**config.mk**
```make
export PLATFORM = sky130hd
export DESIGN_NAME = thermo_expand16_pipe
export DESIGN_NICKNAME = d
export VERILOG_FILES = /design/src/rtl/thermo_expand16_pipe.sv
export SDC_FILE = /design/constraint.sdc
export NUM_CORES = 1
export LEC_CHECK = 0
export CORE_MARGIN = 2
export CORE_UTILIZATION = 45
export CTS_BUF_LIST = sky130_fd_sc_hd__clkbuf_16
export DETAILED_ROUTE_END_ITERATION = 10
export PLACE_DENSITY = 0.67
export SYNTH_ARGS = -nofsm -noshare
export SYNTH_HDL_FRONTEND = slang
export SYNTH_SLANG_ARGS = --single-unit
```
**constraint.sdc**
```tcl
create_clock -name clk -period 3.6 [get_ports clk]
set_clock_uncertainty 0.1 [all_clocks]
set_input_delay 0.54 -clock clk [delete_from_list [all_inputs] [get_ports clk]]
set_output_delay 0.54 -clock clk [all_outputs]
set_load 0.01 [all_outputs]
```
**src/rtl/thermo_expand16_pipe.sv**
```systemverilog
// Count-to-thermometer expander with a LATENCY-deep valid/ready pipeline.
// Optional range-error flag: define THERMO_RANGE_CHECK_EN.
module thermo_expand16_pipe #(
   parameter int unsigned N         = 16,
   parameter int unsigned CW        = 5,
   parameter int unsigned LATENCY   = 3,
   parameter int unsigned MSB_FIRST = 0
) (
   input  logic          clk,
   input  logic          rst,
   input  logic          in_valid,
   output logic          in_ready,
   input  logic [CW-1:0] in_count,
   output logic          out_valid,
   input  logic          out_ready,
   output logic [N-1:0]  out_word,
   output logic [CW-1:0] out_count,
   output logic          out_err
);

   localparam logic [CW-1:0] NCnt = CW'(N);

   // Stage 0 carries a one-hot code: bit j set means K = j + 1; K >= N lands on the top bit.
   function automatic logic [N-1:0] to_thermo(input logic [N-1:0] oh);
      logic [N-1:0] t;
      logic [N-1:0] r;
      logic         acc;
      acc = 1'b0;
      for (int i = int'(N) - 1; i >= 0; i--) begin
         acc  = acc | oh[i];
         t[i] = acc;
      end
      r = t;
      if (MSB_FIRST != 0) begin
         for (int i = 0; i < int'(N); i++) begin
            r[int'(N) - 1 - i] = t[i];
         end
      end
      return r;
   endfunction

   logic                adv;
   logic [N-1:0]        onehot;
   logic [LATENCY-1:0]  valid_q, valid_d;
   logic [N-1:0]        word_q  [LATENCY];
   logic [N-1:0]        word_d  [LATENCY];
   logic [CW-1:0]       cnt_q   [LATENCY];
   logic [CW-1:0]       cnt_d   [LATENCY];

   assign out_valid = valid_q[LATENCY-1];
   assign adv       = out_ready | ~out_valid;
   assign in_ready  = adv;
   assign out_count = cnt_q[LATENCY-1];

   always_comb begin
      onehot = '0;
      for (int j = 0; j < int'(N) - 1; j++) begin
         onehot[j] = (in_count == CW'(j + 1));
      end
      onehot[N-1] = (in_count >= NCnt);
   end

   always_comb begin
      valid_d = valid_q;
      word_d  = word_q;
      cnt_d   = cnt_q;
      if (adv) begin
         valid_d[0] = in_valid;
         word_d[0]  = onehot;
         cnt_d[0]   = in_count;
         for (int s = 1; s < int'(LATENCY); s++) begin
            valid_d[s] = valid_q[s-1];
            word_d[s]  = (s == 1) ? to_thermo(word_q[0]) : word_q[s-1];
            cnt_d[s]   = cnt_q[s-1];
         end
      end
   end

   always_ff @(posedge clk) begin
      if (rst) begin
         valid_q <= '0;
         for (int s = 0; s < int'(LATENCY); s++) begin
            word_q[s] <= '0;
            cnt_q[s]  <= '0;
         end
      end else begin
         valid_q <= valid_d;
         word_q  <= word_d;
         cnt_q   <= cnt_d;
      end
   end

   if (LATENCY == 1) begin : g_lat1
      assign out_word = to_thermo(word_q[0]);
   end else begin : g_latn
      assign out_word = word_q[LATENCY-1];
   end

`ifdef THERMO_RANGE_CHECK_EN
   logic [LATENCY-1:0] err_q, err_d;

   always_comb begin
      err_d = err_q;
      if (adv) begin
         err_d[0] = in_valid & (in_count > NCnt);
         for (int s = 1; s < int'(LATENCY); s++) begin
            err_d[s] = err_q[s-1];
         end
      end
   end

   always_ff @(posedge clk) begin
      if (rst) begin
         err_q <= '0;
      end else begin
         err_q <= err_d;
      end
   end

   assign out_err = err_q[LATENCY-1];
`else
   assign out_err = 1'b0;
`endif

endmodule

```
==> results of run 1 <==
==> routing by layer <==
layer	part of all wire [%]	track usage (%)	vias to the layer above
li1	-	-	1076
met1	49	19.9	912
met2	45	24.3	34
met3	3.5	4.11	10
met4	3.0	12.2	0
met5	0	0	-
==> sequential cells by signal, summed over array words and instances, names as in the netlist <==
name / count
out_word: 16
cnt_q: 10
out_count: 5
word_q: 32
valid_q: 3
==> cell usage in the layout (no fill, tap or decap), types with 2 or more instances in the layout <==
cell type / instances
a211oi_1: 7
clkdlybuf4s50_1: 30
nor2_1: 22
a21oi_1: 50
clkbuf_16: 9
nor4_1: 2
or4b_1: 5
nand4b_1: 6
nor3b_1: 3
nand3b_1: 2
inv_1: 7
or4_1: 4
nand2_1: 84
or4b_2: 2
nor3_1: 12
clkinv_1: 2
dfxtp_1: 66
==> critical path: cells and delay by family <==
kind	cells	cell delay, ns
buf+inv	3	1.08
simple gates	1	0.31
==> power groups by stage <==
stage                     combinational [mW]  clock, mW  sequential [mW]
after floorplan                       0.0910          0            0.795
after global placement                 0.118          0            0.797
after detailed placement               0.119          0            0.798
after CTS                              0.119      0.822            0.784
after global routing                   0.133      0.856            0.787
final                                  0.117      0.806            0.783
==> cell type report <==
class | instances | area share [%]
sequential | 66 | 42.8
multi-input combinational | 208 | 33.9
timing repair buffer | 33 | 10.8
clock buffer | 9 | 7.30
tap | 72 | 2.92
clock inverter | 7 | 1.74
inverter | 4 | 0.487
==> how the worst max path moves through the flow <==
stage	startpoint	to	slack (ns)	cells past startpoint
final	out_ready	in_ready	1.03	4
after global routing	out_ready	in_ready	0.96	4
after CTS	out_ready	in_ready	1.02	4
after detailed placement	out_ready	in_ready	1.02	4
after global placement	out_ready	in_ready	1.03	4
after floorplan	out_ready	in_ready	1.64	4
==> cell families (layout without fill, tap and decap cells) <==
kind of cell / count (synthesis) / in the layout / share of synthesized area, %
and+or+nand+nor: 149 / 149 / 27.6
other: 1 / 1 / 0.141
AOI/OAI and AO/OA: 58 / 58 / 11.8
DFF: 66 / 66 / 49.8
buffers and inverters: 51 / 53 / 10.7
==> per-stage QoR <==
step	setup slack (ns)	utilization (%)	hold WS (ns)	cell area, sq um
floorplan	1.64	-	0.327	2650
global placement	1.03	50.0	0.337	2810
detailed placement	1.02	50.0	0.342	2810
CTS	1.02	55.0	0.349	3090
global route	0.956	55.0	0.366	3090
finish	1.03	55.0	0.345	3090
==> flow_metrics.env, run 1 <==
export IMPL_p_comb_share_pct=6.9
export IMPL_seqPwrFrac_pct=45.9
export IMPL_switching_share_pct=21.3
export IMPL_num_io_pins=33
export IMPL_hp_class="flip-flop to flip-flop"
export IMPL_synth_area_sq_um=2650
export IMPL_insertedDiodeCount=0
export IMPL_synth_top_cell_by_area="dfxtp_1"
export IMPL_drt_vias_per_instance=5.09
export IMPL_grt_max_degree=67
export IMPL_dp_cells=383
export IMPL_synthesis_nets=334
export IMPL_ir_worst_vdd_mv=0.286
export IMPL_htreeDepth=3
export IMPL_synth_common_cells="nand2_1 (84), dfxtp_1 (66), a21oi_1 (50)"
export IMPL_ys_ff_latch=66
export IMPL_dr_pass1_iters=4
export IMPL_yosysSeqAreaShare_pct=49.8
export IMPL_seqCellArea_sq_um=1320
export IMPL_arrival_ns=1.93
export IMPL_start_util_pct=47.3
export IMPL_grt_pass1_vias=1759
export IMPL_worst_pin_slew_ns=1.10
export IMPL_crit_path_end_kind="output port"
export IMPL_cts_sink_count=66
export IMPL_drt_iter0_drc=106
export IMPL_die_w_microns=80.8
export IMPL_drv_slew=0
export IMPL_place_hpwl_microns=2780
export IMPL_die_h_microns=80.8
export IMPL_grt_overflow=0
export IMPL_timing_rr_end="word_q[17]"
export IMPL_synth_area_leaders="dfxtp_1 (50%), nand2_1 (12%), a21oi_1 (9.4%)"
export IMPL_critPathRequiredTime_ns=2.96
export IMPL_power_switching_mw=0.364
export IMPL_startpoint_type="primary input"
export IMPL_nets=331
export IMPL_cts_tree="done"
export IMPL_cap_violations=0
export IMPL_multiInputGateArea_sq_um=1050
export IMPL_hold_start="out_word[15]"
export IMPL_synth_most_common_cell="nand2_1"
export IMPL_holdPathEnd="out_word[15]"
export IMPL_coreArea_sq_um=5610
export IMPL_postSynthAreaPerCell_sq_um=8.16
export IMPL_critPathSlowestCell="clkdlybuf4s50_1"
export IMPL_vias=2032
export IMPL_p_clk_share_pct=47.2
export IMPL_place_congestion=0.764
export IMPL_synth_edf_count=0
export IMPL_routed_wl_microns=4560
export IMPL_p_int_mw=1.34
export IMPL_relSlewSlack_pct=26.4
export IMPL_fmax_mhz=390
export IMPL_ys_types=28
export IMPL_cts_setup_buffers=0
export IMPL_port_buffers=31
export IMPL_async_reset_ff_share_pct=0
export IMPL_cpPeakStageDelay_ns=0.53
export IMPL_power_mw=1.71
export IMPL_post_cts_resized=0
export IMPL_p_per_area_nw_per_um2=553
export IMPL_drc=0
export IMPL_p_leak_nw=1.13
export IMPL_ff2ff_setup_slack_ns=1.77
export IMPL_status="finished, final reports clean"
export IMPL_routedWlPerCell_microns=11.4
export IMPL_rsz0062_at_grt="false"
export IMPL_clockBufferDepth=2
export IMPL_cts_root_buf="clkbuf_16"
export IMPL_hold_viol=0
export IMPL_drive_gt1_share_pct=5.81
export IMPL_period_share_pct=71.3
export IMPL_final_cell_count_no_fill=399
export IMPL_clock_latency_ns=0.32
export IMPL_cts_buffers=9
export IMPL_antenna_found_initial=0
export IMPL_yosysWarningCount=0
export IMPL_setup_viol=0
export IMPL_crit_top_cell="clkdlybuf4s50_1"
export IMPL_die_area_sq_um=6520
export IMPL_ff2ff_path_depth=3
export IMPL_yosys_most_used_dff="dfxtp_1"
export IMPL_clk_pin_slew_ns=0.05
export IMPL_r2r_start="word_q[47]"
export IMPL_critPathMaxFanout=13
export IMPL_ant_nets=0
export IMPL_hold_path_depth=2
export IMPL_grt_pass1_wl_microns=7960
export IMPL_fillCellCount=551
export IMPL_hold_buffers=0
export IMPL_rows=27
export IMPL_worstSetupPathType="primary input to output port"
export IMPL_tns_ns=0
export IMPL_track_usage_pct=16.2
export IMPL_fin_crit_ns=2.57
export IMPL_synth_top_cell_area_share_pct=49.8
export IMPL_area_growth_pct=16.4
export IMPL_synthCells=325
export IMPL_worstPathCellList="clkdlybuf4s50_1, and2b_2, inv_1, clkdlybuf4s50_1"
(Power assumes the default switching activity.)
==> inputs of run 2 (changes only) <==
Settings changed: PLACE_DENSITY 0.67 to 0.69.
Clock period 3.6 ns to 2.3 ns, I/O delays scaled along.
==> flow_metrics.env, run 2 (synthesis results as in run 1) <==
export IMPL_cts_root_buf="clkbuf_16"
export IMPL_insertedDiodeCount=0
export IMPL_critPathRequiredTime_ns=1.86
export IMPL_die_w_microns=80.8
export IMPL_r2r_start="word_q[47]"
export IMPL_clock_latency_ns=0.32
export IMPL_antenna_found_initial=0
export IMPL_vias=2086
export IMPL_place_congestion=0.806
export IMPL_routedWlPerCell_microns=11.8
export IMPL_startpoint_type="primary input"
export IMPL_area_growth_pct=19.5
export IMPL_die_h_microns=80.8
export IMPL_die_area_sq_um=6520
export IMPL_worst_pin_slew_ns=0.525
export IMPL_rsz0062_at_grt="false"
export IMPL_cts_buffers=9
export IMPL_nets=338
export IMPL_place_hpwl_microns=3060
export IMPL_drive_gt1_share_pct=8.68
export IMPL_ff2ff_path_depth=3
export IMPL_crit_top_cell="clkdlybuf4s50_1"
export IMPL_start_util_pct=47.3
export IMPL_cts_tree="done"
export IMPL_cts_sink_count=66
export IMPL_fin_crit_ns=2.15
export IMPL_worstSetupPathType="primary input to output port"
export IMPL_final_cell_mix="nand2_1 (84), dfxtp_1 (66), a21oi_1 (50)"
export IMPL_clockBufferDepth=2
export IMPL_grt_overflow=0
export IMPL_relSlewSlack_pct=65.0
export IMPL_p_per_area_nw_per_um2=890
export IMPL_clk_pin_slew_ns=0.05
export IMPL_coreArea_sq_um=5610
export IMPL_grt_pass1_vias=1910
export IMPL_arrival_ns=1.70
export IMPL_grt_max_degree=56
export IMPL_timing_rr_end="word_q[24]"
export IMPL_largest_register_ff_count=32
export IMPL_critPathBufInv=3
export IMPL_hold_path_depth=2
export IMPL_dp_cells=390
export IMPL_hold_ws_ns=0.346
export IMPL_drt_iter0_drc=146
export IMPL_htreeDepth=3
export IMPL_top_register="word_q"
export IMPL_cap_violations=0
export IMPL_holdPathEnd="word_q[39]"
export IMPL_final_area_sq_um=3170
export IMPL_layout_commonest_cell="nand2_1"
export IMPL_ir_worst_vdd_mv=0.486
export IMPL_hold_viol=0
export IMPL_routed_wl_microns=4800
export IMPL_post_cts_resized=0
export IMPL_hold_buffers=0
export IMPL_cpPeakStageDelay_ns=0.53
export IMPL_worstPathCellList="clkdlybuf4s50_1, and2b_2, inv_1, clkdlybuf4s50_1"
export IMPL_num_io_pins=33
export IMPL_period_share_pct=93.5
export IMPL_drv_slew=0
export IMPL_fmax_mhz=465
export IMPL_setup_viol=0
export IMPL_dr_pass1_iters=4
export IMPL_tns_ns=0
export IMPL_rows=27
export IMPL_ant_nets=0
export IMPL_p_leak_nw=1.17
export IMPL_drc=0
export IMPL_critPathMaxFanout=13
export IMPL_cts_setup_buffers=0
export IMPL_port_buffers=31
export IMPL_hp_class="flip-flop to flip-flop"
export IMPL_drt_vias_per_instance=5.14
export IMPL_critPathSlowestCell="clkdlybuf4s50_1"
export IMPL_track_usage_pct=16.7
export IMPL_status="finished, final reports clean"
export IMPL_crit_path_end_kind="output port"
export IMPL_cp_top_family="buffers and inverters"
export IMPL_hold_start="word_q[39]"
export IMPL_grt_pass1_wl_microns=8400
export IMPL_place_area_sq_um=2860
export IMPL_ff2ff_setup_slack_ns=0.59
export IMPL_final_cell_count_no_fill=406
run 2: how the worst max path moves through the flow:
stage | start | endpoint | slack, ns | cells after the start
4_1_cts | out_ready | in_ready | 0.14 | 4
2_1_floorplan | word_q[47] | word_q[17] | 0.67 | 3
5_1_grt | out_ready | in_ready | 0.06 | 4
3_5_place_dp | out_ready | word_q[17] | 0.13 | 6
3_3_place_gp | out_ready | in_ready | 0.15 | 4
6_report | out_ready | in_ready | 0.15 | 4
run 2: worst min-delay path, stage by stage (launching register included):
cell     delay (ns)
dfxtp_1        0.30
nand2_1        0.05
a21oi_1        0.05
run 2: cell type report:
type | instances | area (sq um)
Fill cell | 527 | 2440
Sequential cell | 66 | 1320
Multi-Input combinational cell | 208 | 1050
Inverter | 4 | 15.0
Clock inverter | 7 | 85.1
Timing Repair Buffer | 40 | 385
Clock buffer | 9 | 225
Tap cell | 72 | 90.1
run 2: through the flow:
stage                     total power [mW]  util [%]  worst slack, ns
after floorplan                       1.39         -            0.669
after global placement                1.44      51.0            0.147
after detailed placement              1.44      51.0            0.133
after CTS                             2.85      56.5            0.144
after global routing                  2.93      56.5           0.0627
final                                 2.82      56.5            0.150
run 2: where the power goes:
group / internal, mW / switching (mW)
clock: 0.935 / 0.466
combinational: 0.0937 / 0.100
sequential: 1.20 / 0.0270
run 2: metal layers:
layer	vias up	track usage, %	wire (microns)
met4	0	6.78	57
met1	967	20.0	2240
met2	37	27.3	2310
li1	1075	-	-
met5	-	0	0
met3	7	6.22	196
==> inputs of run 3 (changes only) <==
Settings changed: CORE_UTILIZATION 45 to 31, CTS_BUF_LIST sky130_fd_sc_hd__clkbuf_16 to default, PLACE_DENSITY 0.69 to default.
==> flow_metrics.env, run 3 (synthesis results as in run 1) <==
export IMPL_place_hpwl_microns=3340
export IMPL_die_w_microns=96.5
export IMPL_grtUsageMet2_pct=20.3
export IMPL_cts_sink_count=66
export IMPL_drc=0
export IMPL_die_area_sq_um=9310
export IMPL_worst_pin_slew_ns=0.547
export IMPL_tns_ns=0
export IMPL_cts_setup_buffers=0
export IMPL_routed_wl_microns=5150
export IMPL_p_leak_nw=1.12
export IMPL_ant_nets=0
export IMPL_setup_ws_ns=0.137
export IMPL_drt_iter0_drc=46
export IMPL_place_area_sq_um=2900
export IMPL_num_io_pins=33
export IMPL_track_usage_pct=12.3
export IMPL_power_mw=2.40
export IMPL_top_usage_layer="met2"
export IMPL_worstPathCellList="clkdlybuf4s50_1, and2b_2, inv_1, clkdlybuf4s50_1"
export IMPL_die_h_microns=96.5
export IMPL_final_area_sq_um=3100
export IMPL_cap_violations=0
export IMPL_dp_cells=421
export IMPL_top_register="word_q"
export IMPL_fillCellCount=864
export IMPL_startpoint_type="primary input"
export IMPL_layout_commonest_cell="nand2_1"
export IMPL_hold_viol=0
export IMPL_post_place_ws_ns=0.123
export IMPL_p_per_area_nw_per_um2=775
export IMPL_arrival_ns=1.72
export IMPL_drt_vias_per_instance=4.66
export IMPL_vias=2031
export IMPL_antenna_found_initial=0
export IMPL_post_cts_resized=0
export IMPL_status="finished, final reports clean"
export IMPL_relSlewSlack_pct=63.5
export IMPL_grt_pass1_wl_microns=8810
export IMPL_gr_usage_met1_pct=14.9
export IMPL_hold_buffers=0
export IMPL_hold_ws_ns=0.349
export IMPL_hp_class="flip-flop to flip-flop"
export IMPL_fin_util_pct=37.6
export IMPL_critPathSlowestCell="clkdlybuf4s50_1"
export IMPL_clock_latency_ns=0.34
export IMPL_worstSetupPathType="primary input to output port"
export IMPL_area_growth_pct=17.0
export IMPL_fin_crit_ns=2.16
export IMPL_htreeDepth=3
export IMPL_drive_gt1_share_pct=8.16
export IMPL_rsz0062_at_grt="false"
export IMPL_critPathRequiredTime_ns=1.86
export IMPL_final_cell_mix="nand2_1 (84), dfxtp_1 (66), a21oi_1 (50)"
export IMPL_coreArea_sq_um=8260
export IMPL_drv_slew=0
export IMPL_grt_max_degree=56
export IMPL_place_congestion=0.785
export IMPL_crit_path_end_kind="output port"
export IMPL_grtUsageMet3_pct=4.89
export IMPL_clockBufferDepth=2
export IMPL_cts_root_buf="clkbuf_8"
export IMPL_nets=336
export IMPL_rows=33
export IMPL_insertedDiodeCount=0
export IMPL_port_buffers=31
export IMPL_fmax_mhz=462
export IMPL_cts_tree="done"
export IMPL_period_share_pct=94.1
export IMPL_clk_pin_slew_ns=0.07
export IMPL_crit_top_cell="clkdlybuf4s50_1"
export IMPL_final_cell_count_no_fill=436
export IMPL_ir_worst_vdd_mv=0.408
export IMPL_grt_pass1_vias=1944
export IMPL_ff2ff_path_depth=3
export IMPL_start_util_pct=32.1
export IMPL_setup_viol=0
export IMPL_dr_pass1_iters=4
export IMPL_largest_register_ff_count=32
export IMPL_cpPeakStageDelay_ns=0.56
export IMPL_cts_buffers=9
export IMPL_routedWlPerCell_microns=11.8
export IMPL_hold_path_depth=2
export IMPL_grt_overflow=0
export IMPL_critPathMaxFanout=3
==> run 3: cell types whose count changed in the layout (fill, tap and decap cells not counted) <==
| cell | change |
|---|---|
| clkinv_1 | -1 |
| clkbuf_16 | -9 |
| bufinv_16 | -1 |
| buf_4 | -3 |
| inv_1 | -1 |
| clkinvlp_4 | -1 |
| buf_12 | +1 |
| clkinv_2 | -1 |
| clkbuf_1 | +1 |
| clkbuf_8 | +12 |
==> run 3: per-layer routing <==
| metal | part of all wire [%] | vias to the layer above | wire length [microns] |
|---|---|---|---|
| met2 | 46 | 35 | 2370 |
| met1 | 49 | 918 | 2540 |
| met3 | 4.1 | 4 | 210 |
| met4 | 0.64 | 0 | 33 |
| li1 | - | 1074 | - |
| met5 | 0 | - | 0 |
==> run 3: area by class of cell <==
cell class | count | area, sq um | share of cell area [%]
Sequential cell | 66 | 1320 | 42.6
Inverter | 4 | 15.0 | 0.484
Multi-Input combinational cell | 208 | 1050 | 33.8
Tap cell | 105 | 131 | 4.24
Clock buffer | 13 | 169 | 5.45
Clock inverter | 2 | 35.0 | 1.13
Timing Repair Buffer | 38 | 383 | 12.3
==> run 3: worst max-delay path: cells and delay by family <==
kind                   cells  cell delay, ns
AND/OR/NAND/NOR            1            0.24
buffers and inverters      3            1.13
==> run 3: worst paths after layout <==
path,slack (ns),start,to
worst min register to register,0.35,out_word[11],out_word[11]
worst max-delay path,0.14,out_ready,in_ready
worst max register to register,0.49,word_q[47],word_q[17]
worst min-delay path,0.35,out_word[11],out_word[11]
==> run 3: report_power, final <==
group / internal [mW] / switching (mW) / leakage (nW) / total [mW]
sequential: 1.20 / 0.0276 / 0.540 / 1.22
clock: 0.582 / 0.404 / 0.106 / 0.986
combinational: 0.0912 / 0.102 / 0.473 / 0.193
total: 1.87 / 0.533 / 1.12 / 2.40
